<file path="config.mk">
export PLATFORM = sky130hd
export DESIGN_NAME = fetch_sequencer_flat
export DESIGN_NICKNAME = d
export VERILOG_FILES = /design/src/rtl/fetch_sequencer_if.sv /design/src/rtl/fetch_sequencer.sv /design/src/flat_wrapper.sv
export SDC_FILE = /design/constraint.sdc
export NUM_CORES = 1
export LEC_CHECK = 0
export ABC_AREA = 1
export CAP_MARGIN = 20
export CORE_MARGIN = 3
export CORE_UTILIZATION = 48
export DETAILED_ROUTE_END_ITERATION = 8
export PLACE_DENSITY = 0.81
export SETUP_SLACK_MARGIN = 0.5
export SLEW_MARGIN = 20
export SYNTH_ARGS = -nofsm -noshare
export SYNTH_HDL_FRONTEND = slang
export SYNTH_SLANG_ARGS = --single-unit
</file>
<file path="constraint.sdc">
create_clock -name clk -period 5.5 [get_ports clk]
set_input_delay 1.1 -clock clk [delete_from_list [all_inputs] [get_ports clk]]
set_output_delay 1.1 -clock clk [all_outputs]
set_load 0.05 [all_outputs]
</file>
<file path="src/rtl/fetch_sequencer_if.sv">
// Fetch-stage control bundle: hazard/branch requests in, PC/IF-ID controls and
// debug counters out.
interface fetch_sequencer_if #(
  parameter int WORD  = 64,
  parameter int CNT_W = 32
);
  logic             stall_req;
  logic             branch_taken;
  logic [WORD-1:0]  branch_target;
  logic             pc_write;
  logic             pc_src;
  logic             ifid_write;
  logic             ifid_flush;
  logic             fetch_valid;
  logic [WORD-1:0]  redirect_target;
  logic [CNT_W-1:0] fetched_count;
  logic [CNT_W-1:0] bubble_count;
  logic [1:0]       state;

  modport master (
    output stall_req, branch_taken, branch_target,
    input  pc_write, pc_src, ifid_write, ifid_flush, fetch_valid,
           redirect_target, fetched_count, bubble_count, state
  );

  modport slave (
    input  stall_req, branch_taken, branch_target,
    output pc_write, pc_src, ifid_write, ifid_flush, fetch_valid,
           redirect_target, fetched_count, bubble_count, state
  );
endinterface

</file>
<file path="src/rtl/fetch_sequencer.sv">
// Instruction-fetch control FSM: boot wait, run/stall, redirect with refill
// bubbles, plus saturating fetch/bubble counters.
module fetch_sequencer #(
  parameter int WORD         = 64,
  parameter int BOOT_CYCLES  = 1,
  parameter int FLUSH_CYCLES = 2,
  parameter int CNT_W        = 32
) (
  input  logic clk,
  input  logic reset,
  fetch_sequencer_if.slave bus
);
  typedef enum logic [1:0] {S_BOOT = 2'd0, S_RUN = 2'd1, S_STALL = 2'd2, S_FLUSH = 2'd3} state_t;

  localparam logic [3:0] BOOT_INIT  = 4'(BOOT_CYCLES - 1);
  localparam logic [3:0] FLUSH_INIT = 4'(FLUSH_CYCLES - 1);

  state_t           r_state, w_next;
  logic [3:0]       r_cnt, w_cnt_nxt;
  logic [WORD-1:0]  r_redirect;
  logic [CNT_W-1:0] r_fetched, r_bubble;
  logic             w_pc_write, w_pc_src, w_ifid_write, w_ifid_flush, w_fetch_valid;
  logic             w_load_tgt;

  always_ff @(posedge clk or posedge reset) begin
    if (reset) begin
      r_state <= S_BOOT;
      r_cnt   <= BOOT_INIT;
    end else begin
      r_state <= w_next;
      r_cnt   <= w_cnt_nxt;
    end
  end

  always_comb begin
    w_next        = r_state;
    w_cnt_nxt     = r_cnt;
    w_pc_write    = 1'b0;
    w_pc_src      = 1'b0;
    w_ifid_write  = 1'b0;
    w_ifid_flush  = 1'b0;
    w_fetch_valid = 1'b0;
    w_load_tgt    = 1'b0;
    case (r_state)
      S_BOOT: begin
        w_ifid_write = 1'b1;
        w_ifid_flush = 1'b1;
        if (r_cnt == 4'd0) w_next = S_RUN;
        else               w_cnt_nxt = r_cnt - 4'd1;
      end
      S_RUN, S_STALL: begin
        // Redirect outranks a stall: the wrong-path fetch is dropped anyway.
        if (bus.branch_taken) begin
          w_pc_write   = 1'b1;
          w_pc_src     = 1'b1;
          w_ifid_write = 1'b1;
          w_ifid_flush = 1'b1;
          w_load_tgt   = 1'b1;
          w_cnt_nxt    = FLUSH_INIT;
          w_next       = S_FLUSH;
        end else if (bus.stall_req) begin
          w_next = S_STALL;
        end else begin
          w_pc_write    = 1'b1;
          w_ifid_write  = 1'b1;
          w_fetch_valid = 1'b1;
          w_next        = S_RUN;
        end
      end
      S_FLUSH: begin
        w_ifid_write = 1'b1;
        w_ifid_flush = 1'b1;
        if (r_cnt == 4'd0) w_next = S_RUN;
        else               w_cnt_nxt = r_cnt - 4'd1;
      end
      default: begin
        w_ifid_write = 1'b1;
        w_ifid_flush = 1'b1;
        w_next       = S_BOOT;
        w_cnt_nxt    = BOOT_INIT;
      end
    endcase
  end

  always_ff @(posedge clk or posedge reset) begin
    if (reset) begin
      r_redirect <= '0;
      r_fetched  <= '0;
      r_bubble   <= '0;
    end else begin
      if (w_load_tgt) r_redirect <= bus.branch_target;
      if (w_fetch_valid && (r_fetched != '1)) r_fetched <= r_fetched + 1'b1;
      if (!w_fetch_valid && (r_state != S_BOOT) && (r_bubble != '1)) r_bubble <= r_bubble + 1'b1;
    end
  end

  assign bus.pc_write        = w_pc_write;
  assign bus.pc_src          = w_pc_src;
  assign bus.ifid_write      = w_ifid_write;
  assign bus.ifid_flush      = w_ifid_flush;
  assign bus.fetch_valid     = w_fetch_valid;
  assign bus.redirect_target = r_redirect;
  assign bus.fetched_count   = r_fetched;
  assign bus.bubble_count    = r_bubble;
  assign bus.state           = r_state;
endmodule
</file>
<file path="src/flat_wrapper.sv">
// flat-port wrapper written by rule: the top's interface ports become plain ports
module fetch_sequencer_flat 
#(
  parameter int WORD         = 64,
  parameter int BOOT_CYCLES  = 1,
  parameter int FLUSH_CYCLES = 2,
  parameter int CNT_W        = 32
)
  (clk, reset, bus_stall_req, bus_branch_taken, bus_branch_target, bus_pc_write, bus_pc_src, bus_ifid_write, bus_ifid_flush, bus_fetch_valid, bus_redirect_target, bus_fetched_count, bus_bubble_count, bus_state);
  fetch_sequencer_if #(.WORD(WORD), .CNT_W(CNT_W)) bus_i ();
  input  logic clk;
  input  logic reset;
  input wire logic [$bits(bus_i.stall_req)-1:0] bus_stall_req;
  input wire logic [$bits(bus_i.branch_taken)-1:0] bus_branch_taken;
  input wire logic [$bits(bus_i.branch_target)-1:0] bus_branch_target;
  output wire logic [$bits(bus_i.pc_write)-1:0] bus_pc_write;
  output wire logic [$bits(bus_i.pc_src)-1:0] bus_pc_src;
  output wire logic [$bits(bus_i.ifid_write)-1:0] bus_ifid_write;
  output wire logic [$bits(bus_i.ifid_flush)-1:0] bus_ifid_flush;
  output wire logic [$bits(bus_i.fetch_valid)-1:0] bus_fetch_valid;
  output wire logic [$bits(bus_i.redirect_target)-1:0] bus_redirect_target;
  output wire logic [$bits(bus_i.fetched_count)-1:0] bus_fetched_count;
  output wire logic [$bits(bus_i.bubble_count)-1:0] bus_bubble_count;
  output wire logic [$bits(bus_i.state)-1:0] bus_state;
  assign bus_i.stall_req = bus_stall_req;
  assign bus_i.branch_taken = bus_branch_taken;
  assign bus_i.branch_target = bus_branch_target;
  assign bus_pc_write = bus_i.pc_write;
  assign bus_pc_src = bus_i.pc_src;
  assign bus_ifid_write = bus_i.ifid_write;
  assign bus_ifid_flush = bus_i.ifid_flush;
  assign bus_fetch_valid = bus_i.fetch_valid;
  assign bus_redirect_target = bus_i.redirect_target;
  assign bus_fetched_count = bus_i.fetched_count;
  assign bus_bubble_count = bus_i.bubble_count;
  assign bus_state = bus_i.state;
  fetch_sequencer #(.WORD(WORD), .BOOT_CYCLES(BOOT_CYCLES), .FLUSH_CYCLES(FLUSH_CYCLES), .CNT_W(CNT_W)) u_core (.clk(clk), .reset(reset), .bus(bus_i));
endmodule
</file>
==> summary.md <==
The number of clock buffers added by TritonCTS is 17. The reported max-cap violation count is 0. The leading register cell type out of synthesis is dfrtp_1.

Among all stages on the critical path, the largest delay is contributed by clkdlybuf4s50_1. For the worst-skew pair, the clock arrives at the later sink with an insertion delay of 420 ps. Setup repair after global routing left no endpoint under its margin. The floorplan step defined a core boundary enclosing 0.0141 mm². Prior to clock tree synthesis, the placed netlist has a worst setup slack of 1440 ps. Walking the worst path, the cells encountered are clkdlybuf4s50_1 > inv_1 > nand2_1 > nor2_4 > clkdlybuf4s50_1. Most numerous cell on the critical path: clkdlybuf4s50_1.

In the layout the commonest cells are nand2_1 (519), clkdlybuf4s50_1 (202), dfrtp_1 (134). In this run the deepest clock path goes through 2 buffers. The first global-routing pass estimated 32200 µm of wire. The detail route stage leaves a number of antenna-violating nets equal to 0. The analysis attributes to cell leakage a power of 4.56 nW.

In this run the power density over the cells is 516 mW/mm². The number of max-slew violations in the final report is 0, and the global-route congestion overflow total is 0. Entering global routing, the biggest net connects 110 pins. The worst pin sits at a relative slew slack of 55.5%. The total number of clock tree sinks came out at 134. For this run, the slowest stage of the critical path takes 880 ps. The share of the synthesized netlist area taken by xor and xnor gates is 2.86%. The relative area change from synthesis to final layout works out to 39.2%. In this run the cell area of the synthesized design comes to 0.00704 mm². In the final routed layout, each cell accounts on average for 14.5 µm. The area fraction in compound gates after synthesis came out at 1.46%. The mux cell area share after synthesis is 0%.

The aggregate routed wire length is 19900 µm. STA classifies the critical path startpoint as an input pin. The synthesized design contains 0 enable-type register cells. The share of the Yosys chip area taken by registers is 47.6%. After legalization and detailed placement, the total HPWL measured 13900 µm. The run gives 1460 ps as the worst setup margin.

The final critical path takes up 73.5% of the cycle. The run finished with clean final reports. Post-CTS repair changed the size of 0 cells.

After synthesis the netlist holds a flip-flop and latch count of 134. CTS built an H-tree with a depth of 4. The DRC violations left came out at 0. The port buffer count was 202; the number of placement rows was 43. Summing over every cut layer, the via total after detailed routing is 6871.

The tools report the fill cell instance count of the final layout as 1159. In this run, distinct cell masters in the synthesized netlist total 31. The worst hold-check path type is register to register. The setup path with the least slack is of type input pin to output port. Setup violations remaining at the end of the flow were counted as 0.

The repair_antennas step left the layout with diodes totalling 0. In the synthesized netlist the async set-or-reset flop fraction comes to 100%. The final net count was 1247; the overall fraction of global-route tracks in use was 24.8%. The root buffer cell chosen for the clock tree is clkbuf_16.

The worst setup path is captured at an output port. The floorplan step defined a die boundary enclosing 0.0162 mm². The pre-antenna-repair detailed-routing pass consisted of 5 iterations. The starting utilization of the core area came out at 49.9%.

After routing, the total negative slack on setup checks comes to 0 ps. Synthesis produced a netlist with a net count of 1046. Pin placement for this block handled 203 I/O pins. TritonCTS built the clock tree.

The simple-gate share of the synthesized area is 41.8%, and the maximum fanout encountered on the critical timing path is 8. The number of setup buffers added after CTS is 0. The number of global-route vias before repair is 6391, and the height of the die is 127 µm. The maximum operating frequency is 0.247 GHz.

Clock-pin slew was measured on the worst setup and hold paths at 60 ps. The cell count after synthesis came out at 974. The number of buffers and inverters on the critical path was 3. For the pin with the worst max-slew slack, the measured transition is 667 ps.

The tools report the DRC marker count from the first detailed-route iteration as 568. The horizontal die dimension works out to 127 µm. The count of endpoints failing hold in the final timing report was 0; the fraction of final layout cells sized beyond drive strength 1 was 5.98%.

The required time at the endpoint of the critical path is 4400 ps. The post-cts hold buffer count was 0; the adder and majority cell fraction of the synthesized area was 0.711%. The family with the most delay on the worst path is buffers and inverters. The number of antenna violations at the first check in global routing was 0; the average vias per placed instance was 5.02. For the maximum vdd drop, the log shows 0.493 mV. For the final database, setup skew stands at 7.86 ps.

Number of warnings reported in the yosys synthesis log: 0. The leading cell type in the layout, fill and taps excluded was nand2_1. After synthesis, the mean cell area works out to 7.23 µm². The data arrival time of the critical path was 2940 ps; the weighted congestion at the end of routability-driven global placement was 0.906.

Dominant combinational cell family by area after synthesis: simple AND/OR/NAND/NOR gates. Subtracting the final worst setup slack from the clock period gives 4040 ps.
tightest hold or removal path: stages, from the launching register on:
cell	delay, ps
dfrtp_1	340
nand2_1	50
nand2_1	50
metal layers:
metal	part of all wire [%]	wire length, µm	GRT usage [%]
met1	41	8200	31.9
met2	48	9550	39.9
met3	8.9	1770	8.82
met4	1.7	337	6.94
met5	0	0	0
registers in the layout (all words and copies together), names as in the netlist:
| name | cells |
|---|---|
| u_core.bus.fetched_count | 32 |
| u_core.r_cnt | 4 |
| u_core.bus.bubble_count | 32 |
| u_core.bus.state | 2 |
| u_core.bus.redirect_target | 64 |
through the flow:
stage,utilization (%),cells,hold slack [ps],instance area [µm²],total power [mW]
finish,69.5,1368,478,9800,5.05
global route,69.5,1368,495,9800,5.30
CTS,69.3,1367,480,9770,5.08
detailed placement,65.0,1335,464,9170,3.90
global placement,65.0,1335,461,9170,3.86
floorplan,-,974,453,7040,3.09
cell type report:
cell class | count | area, µm² | area share [%]
flip-flops and latches | 134 | 3350 | 34.2
multi-input cells | 753 | 3300 | 33.7
clock inverters | 13 | 148 | 1.51
clock buffers | 19 | 453 | 4.62
well taps | 180 | 225 | 2.30
inverters | 63 | 246 | 2.52
repair buffers | 206 | 2070 | 21.1
cells in the mapped netlist, types with 5 or more instances:
cell type  instances  area (µm²)
buf_2              7        35.0
buf_6              6        67.6
clkbuf_1           8        30.0
dfrtp_1          134        3350
inv_1             58         218
nand2_1          520        1950
nand2_2            6        37.5
nand3_1           37         185
nand3b_1          13        97.6
nand4_1           14        87.6
nor2_1            90         338
nor2_2             8        50.1
nor2_4             9         101
nor3_1             5        25.0
o21ai_0            9        45.0
xnor2_1           10        87.6
xor2_1            13         114
logic make-up (layout without fill, tap and decap cells):
| kind of cell | Yosys count | in the layout |
|---|---|---|
| AND/OR/NAND/NOR | 707 | 707 |
| flip-flops | 134 | 134 |
| buffers and inverters | 87 | 301 |
| XOR/XNOR | 23 | 23 |
| AO/OA/AOI/OAI | 19 | 19 |
| adder cells (fa/ha/maj) | 4 | 4 |
report_power, final:
part	switching [mW]	leakage [nW]	internal [mW]
registers	0.201	1.74	1.27
logic	1.68	2.53	0.735
clock network	0.460	0.294	0.697
total	2.35	4.56	2.70
path summary, 6_finish.rpt:
path,start,end,slack (ps),depth (start not counted)
max in group asynchronous,reset,u_core.bus.redirect_target[63]$_DFFE_PP0P_,3410,4
min in group asynchronous,reset,u_core.bus.bubble_count[20]$_DFFE_PP0P_,1030,2
min,u_core.bus.redirect_target[53]$_DFFE_PP0P_,u_core.bus.redirect_target[53]$_DFFE_PP0P_,480,2
min reg2reg,u_core.bus.redirect_target[53]$_DFFE_PP0P_,u_core.bus.redirect_target[53]$_DFFE_PP0P_,480,2
max reg2reg,u_core.bus.state[0]$_DFFE_PP0P_,u_core.bus.bubble_count[23]$_DFFE_PP0P_,3360,9
max,bus_branch_taken,bus_fetch_valid,1460,5
Power figures use the tool's default switching activity.
==> patch 1 (same settings) <==
`CNT_W` is set to 32 in 3 places; all go to 48.
--- a/src/rtl/fetch_sequencer_if.sv
+++ b/src/rtl/fetch_sequencer_if.sv
@@ -2,7 +2,7 @@
 // debug counters out.
 interface fetch_sequencer_if #(
   parameter int WORD  = 64,
-  parameter int CNT_W = 32
+  parameter int CNT_W = 48
 );
   logic             stall_req;
   logic             branch_taken;
--- a/src/rtl/fetch_sequencer.sv
+++ b/src/rtl/fetch_sequencer.sv
@@ -4,7 +4,7 @@
   parameter int WORD         = 64,
   parameter int BOOT_CYCLES  = 1,
   parameter int FLUSH_CYCLES = 2,
-  parameter int CNT_W        = 32
+  parameter int CNT_W        = 48
 ) (
   input  logic clk,
   input  logic reset,
--- a/src/flat_wrapper.sv
+++ b/src/flat_wrapper.sv
@@ -4,7 +4,7 @@
   parameter int WORD         = 64,
   parameter int BOOT_CYCLES  = 1,
   parameter int FLUSH_CYCLES = 2,
-  parameter int CNT_W        = 32
+  parameter int CNT_W        = 48
 )
   (clk, reset, bus_stall_req, bus_branch_taken, bus_branch_target, bus_pc_write, bus_pc_src, bus_ifid_write, bus_ifid_flush, bus_fetch_valid, bus_redirect_target, bus_fetched_count, bus_bubble_count, bus_state);
   fetch_sequencer_if #(.WORD(WORD), .CNT_W(CNT_W)) bus_i ();
Ports: changed (resized bus_bubble_count and bus_fetched_count); port bits go from 203 to 235. The function was not compared with the original's and may differ.
==> patch 1 against the unedited design <==
Setup slack got worse by 100 ps. Power rose by 10%. Sequential power is 16% higher. Cell count increased by 35%. Global-route usage is 1.6 points higher. Synthesized cell count up 39%. Synthesized area grew 34%. Sequential cell count rose by 32. Wire length rose by 41%. Cell area up 28%. Maximum frequency is 2.5% lower. Combinational power rose by 8.7%. Worst hold slack is essentially flat. Largest cell class is now multi-input gates. Highest routed layer unchanged.
==> patch 1: results (changes against the unedited design) <==
| Metric | Value |
|---|---|
| Signal buffers | `239 (+16%)` |
| Flop+latch power | `1710 uW (+16%)` |
| Crit path arrival time | `3050 ps (+110 ps)` |
| Post-synth top cells | `nand2_1, dfrtp_1, nor2_1` |
| Port bufs | `234 (+16%)` |
| Post-DR vias/cell | `5.091 (+1.4%)` |
| Final WL | `28030 um (+41%)` |
| Int Pwr | `2958 uW (+9.4%)` |
| Share of cells above drive strength 1 | `5.472% (-0.50 points)` |
| Nets | `1649 (+32%)` |
| Final period util | `75.40% (+1.9 points)` |
| Met2 WL | `13520 um (+42%)` |
| Post-synth cell types | `33 (+6.5%)` |
| #MultiIn Comb | `1084 (+44%)` |
| Status | `finished clean` |
| Worst reg-to-reg path cell count | `10 (+1)` |
| Dpl ws | `1361 ps (-82.92 ps)` |
| R2r endpoint | `u_core.bus.bubble_count[47]` |
| Vias in the first global route | `8958 (+40%)` |
| Clock buffers | `18 (-1)` |
| P_leak | `0.005659 uW (+24%)` |
| Max stage delay on crit path | `830 ps (-50 ps)` |
| Non-clk invs | `69 (+9.5%)` |
| Worst slew margin | `39.71% (-16 points)` |
| Total placed cells including tap cells | `1818 (+36%)` |
| Dominant cells by area after synthesis | `dfrtp_1, nand2_1, nor2_1` |
| Met1 Usage GRT | `33.36% (+1.4 points)` |
## patch 1: how the worst min path moves through the flow
stage                              startpoint                              to  slack (ps)  cells after the start
6_report       u_core.bus.redirect_target[35]  u_core.bus.redirect_target[35]         480                      2
5_1_grt        u_core.bus.redirect_target[21]  u_core.bus.redirect_target[21]         500                      2
4_1_cts        u_core.bus.redirect_target[36]  u_core.bus.redirect_target[36]         480                      2
3_5_place_dp   u_core.bus.redirect_target[43]  u_core.bus.redirect_target[43]         460                      2
3_3_place_gp   u_core.bus.redirect_target[32]  u_core.bus.redirect_target[32]         460                      2
2_1_floorplan                 u_core.r_cnt[0]                 u_core.r_cnt[0]         460                      1
## patch 1: cell families after synthesis
| group | Yosys count | synth area share [%] |
|---|---|---|
| buffers and inverters | 101 | 5.032 |
| adder cells (fa/ha/maj) | 4 | 0.5326 |
| flip-flops | 166 | 44.20 |
| XOR/XNOR | 35 | 3.262 |
| AO/OA/AOI/OAI | 22 | 1.331 |
| AND/OR/NAND/NOR | 1023 | 45.64 |
==> patch 2 (same flow settings) <==
Without the edit above. Make the reset (`reset`) synchronous in 2 clocked blocks.
--- a/src/rtl/fetch_sequencer.sv
+++ b/src/rtl/fetch_sequencer.sv
@@ -22,7 +22,7 @@
   logic             w_pc_write, w_pc_src, w_ifid_write, w_ifid_flush, w_fetch_valid;
   logic             w_load_tgt;
 
-  always_ff @(posedge clk or posedge reset) begin
+  always_ff @(posedge clk) begin
     if (reset) begin
       r_state <= S_BOOT;
       r_cnt   <= BOOT_INIT;
@@ -82,7 +82,7 @@
     endcase
   end
 
-  always_ff @(posedge clk or posedge reset) begin
+  always_ff @(posedge clk) begin
     if (reset) begin
       r_redirect <= '0;
       r_fetched  <= '0;
Formal check against the unedited RTL: differs if reset is asserted again (counterexample within 4 cycles, from zero or initial values and one cycle with reset high); with reset held inactive, the same outputs for 10 cycles.
==> patch 2 against the unedited design <==
Synthesized area is 10% lower. Sequential share of layout area is 4.3 points lower. Power down 14%. Cell area shrank 8.4%. Combinational power shrank 21%. Highest routed layer unchanged. Wire length is 10% lower. Sequential cell count is the same. Synthesized cell count is 1.4% lower. Setup slack improved by 180 ps.
==> patch 2: results (changes against the unedited design) <==
| Metric | Value |
|---|---|
| Status | `finished clean` |
| Post-CTS Resized | `0 (unchanged)` |
| Total CTS buffers | `17 (unchanged)` |
| Port bufs | `202 (unchanged)` |
| CP delay by family, top | `buffers and inverters` |
| Fin Setup TNS | `0 ps (unchanged)` |
| Initial detailed-routing violation count | `534 (-6.0%)` |
| Max VDD drop | `0.0004704 V (-4.5%)` |
| Gpl congestion | `0.9103 (+0.51%)` |
| Ant diodes | `0 (unchanged)` |
| Share of cells above drive strength 1 | `5.532% (-0.44 points)` |
| Largest net degree at the start of global routing | `71 (-35%)` |
| CTS root buf | `clkbuf_16` |
| Post-route DRC | `0 (unchanged)` |
| DR WL/cell | `13.42 um (-7.6%)` |
| Worst slew margin | `38.65% (-17 points)` |
| Clock network latency to the later pin of the worst-skew pair | `420 ps (about the same)` |
| Dominant cells by area after synthesis | `dfxtp_1, nor2_1, nand2_1` |
| Vias in the first global route | `5871 (-8.1%)` |
| Post-synth top cells | `nor2_1, nand2_1, dfxtp_1` |
| Seq/Total Area, Yosys | `42.57% (-5.1 points)` |
| Post-DR vias/cell | `5.028 (+0.10%)` |
| Crit Path Max Fanout | `4 (-4)` |
| Dpl ws | `1636 ps (+192.1 ps)` |
| Hold crit path type | `flip-flop to flip-flop` |
| Clk_skew | `11.58 ps (+3.718 ps)` |
| Mux share of post-synthesis cell area | `0% (unchanged)` |
| Syn nets | `1032 (-1.3%)` |
| DP HPWL | `12730 um (-8.5%)` |
| Nets | `1219 (-2.2%)` |
| Total track usage | `24.38% (-0.44 points)` |
| CTS Buffer Depth | `2 (unchanged)` |
| Synth Area in Compound Gates | `11.14% (+9.7 points)` |
| Layout filler cell count | `1108 (-4.4%)` |
| First-pass DRT Iterations | `5 (unchanged)` |
| Post-synth cell types | `32 (+3.2%)` |
| Post-Synth Adder-Cell Area | `0.7943% (+0.083 points)` |
| Max stage delay on crit path | `840 ps (-40 ps)` |
| Antenna violations before repair | `0 (unchanged)` |
| Post-Synth XOR/XNOR Area | `0.6950% (-2.2 points)` |
| Synth async-reset ratio | `0% (-100 points)` |
| P_leak | `0.003427 uW (-25%)` |
| First-pass GRT wire length | `28550 um (-11%)` |
| H-tree depth | `4 (unchanged)` |
| Largest register FFs | `64 (unchanged)` |
| Postcts setup bufs | `0 (unchanged)` |
-- patch 2: cell types whose count changed after synthesis, sizes merged, moves of 3 or more --
cell / unedited run / this run
a21oi: 4 / 49
a31oi: 1 / 4
clkbuf: 8 / 22
dfrtp: 134 / 0
dfxtp: 0 / 134
inv: 63 / 75
nand2: 530 / 187
nand3: 37 / 66
nand3b: 13 / 1
nor2: 107 / 296
o21ai: 11 / 75
xnor2: 10 / 1
xor2: 13 / 4
-- patch 2: metal layers --
| layer | up-vias | track usage [%] | wire, um |
|---|---|---|---|
| met3 | 14 | 9.963 | 1758 |
| li1 | 3426 | - | - |
| met4 | 0 | 6.870 | 163 |
| met5 | - | 0 | 0 |
| met1 | 3022 | 28.96 | 7227 |
| met2 | 220 | 40.69 | 8680 |
-- patch 2: logic make-up after synthesis --
logic type,count (synthesis)
fa+ha+maj,4
flops,134
xor+xnor,5
buf+inv,113
simple gates,571
compound gates,133
-- patch 2: worst paths after layout --
path / start / end / slack, ps / cells after the start
worst max-delay path: bus_branch_taken / bus_fetch_valid / 1630 / 5
worst min-delay path: u_core.bus.redirect_target[63] / u_core.bus.redirect_target[63] / 480 / 2
worst max register to register: u_core.bus.bubble_count[0] / u_core.bus.bubble_count[0] / 3200 / 10
worst min register to register: u_core.bus.redirect_target[63] / u_core.bus.redirect_target[63] / 480 / 2
-- patch 2: cell type report --
class                   instances  area share (%)
clock buffers                  21           5.240
clock inverters                 8           1.394
inverters                      75           3.136
multi-input cells             713           35.12
flip-flops and latches        134           29.88
well taps                     172           2.397
repair buffers                206           22.83
-- patch 2: power breakdown --
| group | internal [uW] | total [uW] | leakage, uW | switching, uW |
|---|---|---|---|---|
| clock network | 740 | 1150 | 0.000279 | 414 |
| registers | 1180 | 1290 | 0.00109 | 109 |
| logic | 592 | 1900 | 0.00206 | 1310 |
| total | 2520 | 4350 | 0.00343 | 1830 |
-- patch 2: worst reg2reg max path, stage by stage, from the launching register on --
cell	delay, ps
dfxtp_1	400
ha_1	210
nand3_1	140
inv_2	100
nand2_2	90
nor2_2	160
nand3_4	500
nand2_2	350
inv_1	90
nor2_1	100
nor2_1	60
-- patch 2: metrics by stage --
| step | hold WS (ps) | cell area, um2 | util, % | std cells |
|---|---|---|---|---|
| 4_1_cts | 483.7 | 8970 | 70.51 | 1329 |
| 6_report | 477.3 | 8977 | 70.56 | 1329 |
| 5_1_grt | 500.4 | 8977 | 70.56 | 1329 |
| 3_3_place_gp | 460.8 | 8374 | 65.82 | 1300 |
| 2_1_floorplan | 479.6 | 6301 | - | 960 |
| 3_5_place_dp | 471.0 | 8374 | 65.82 | 1300 |
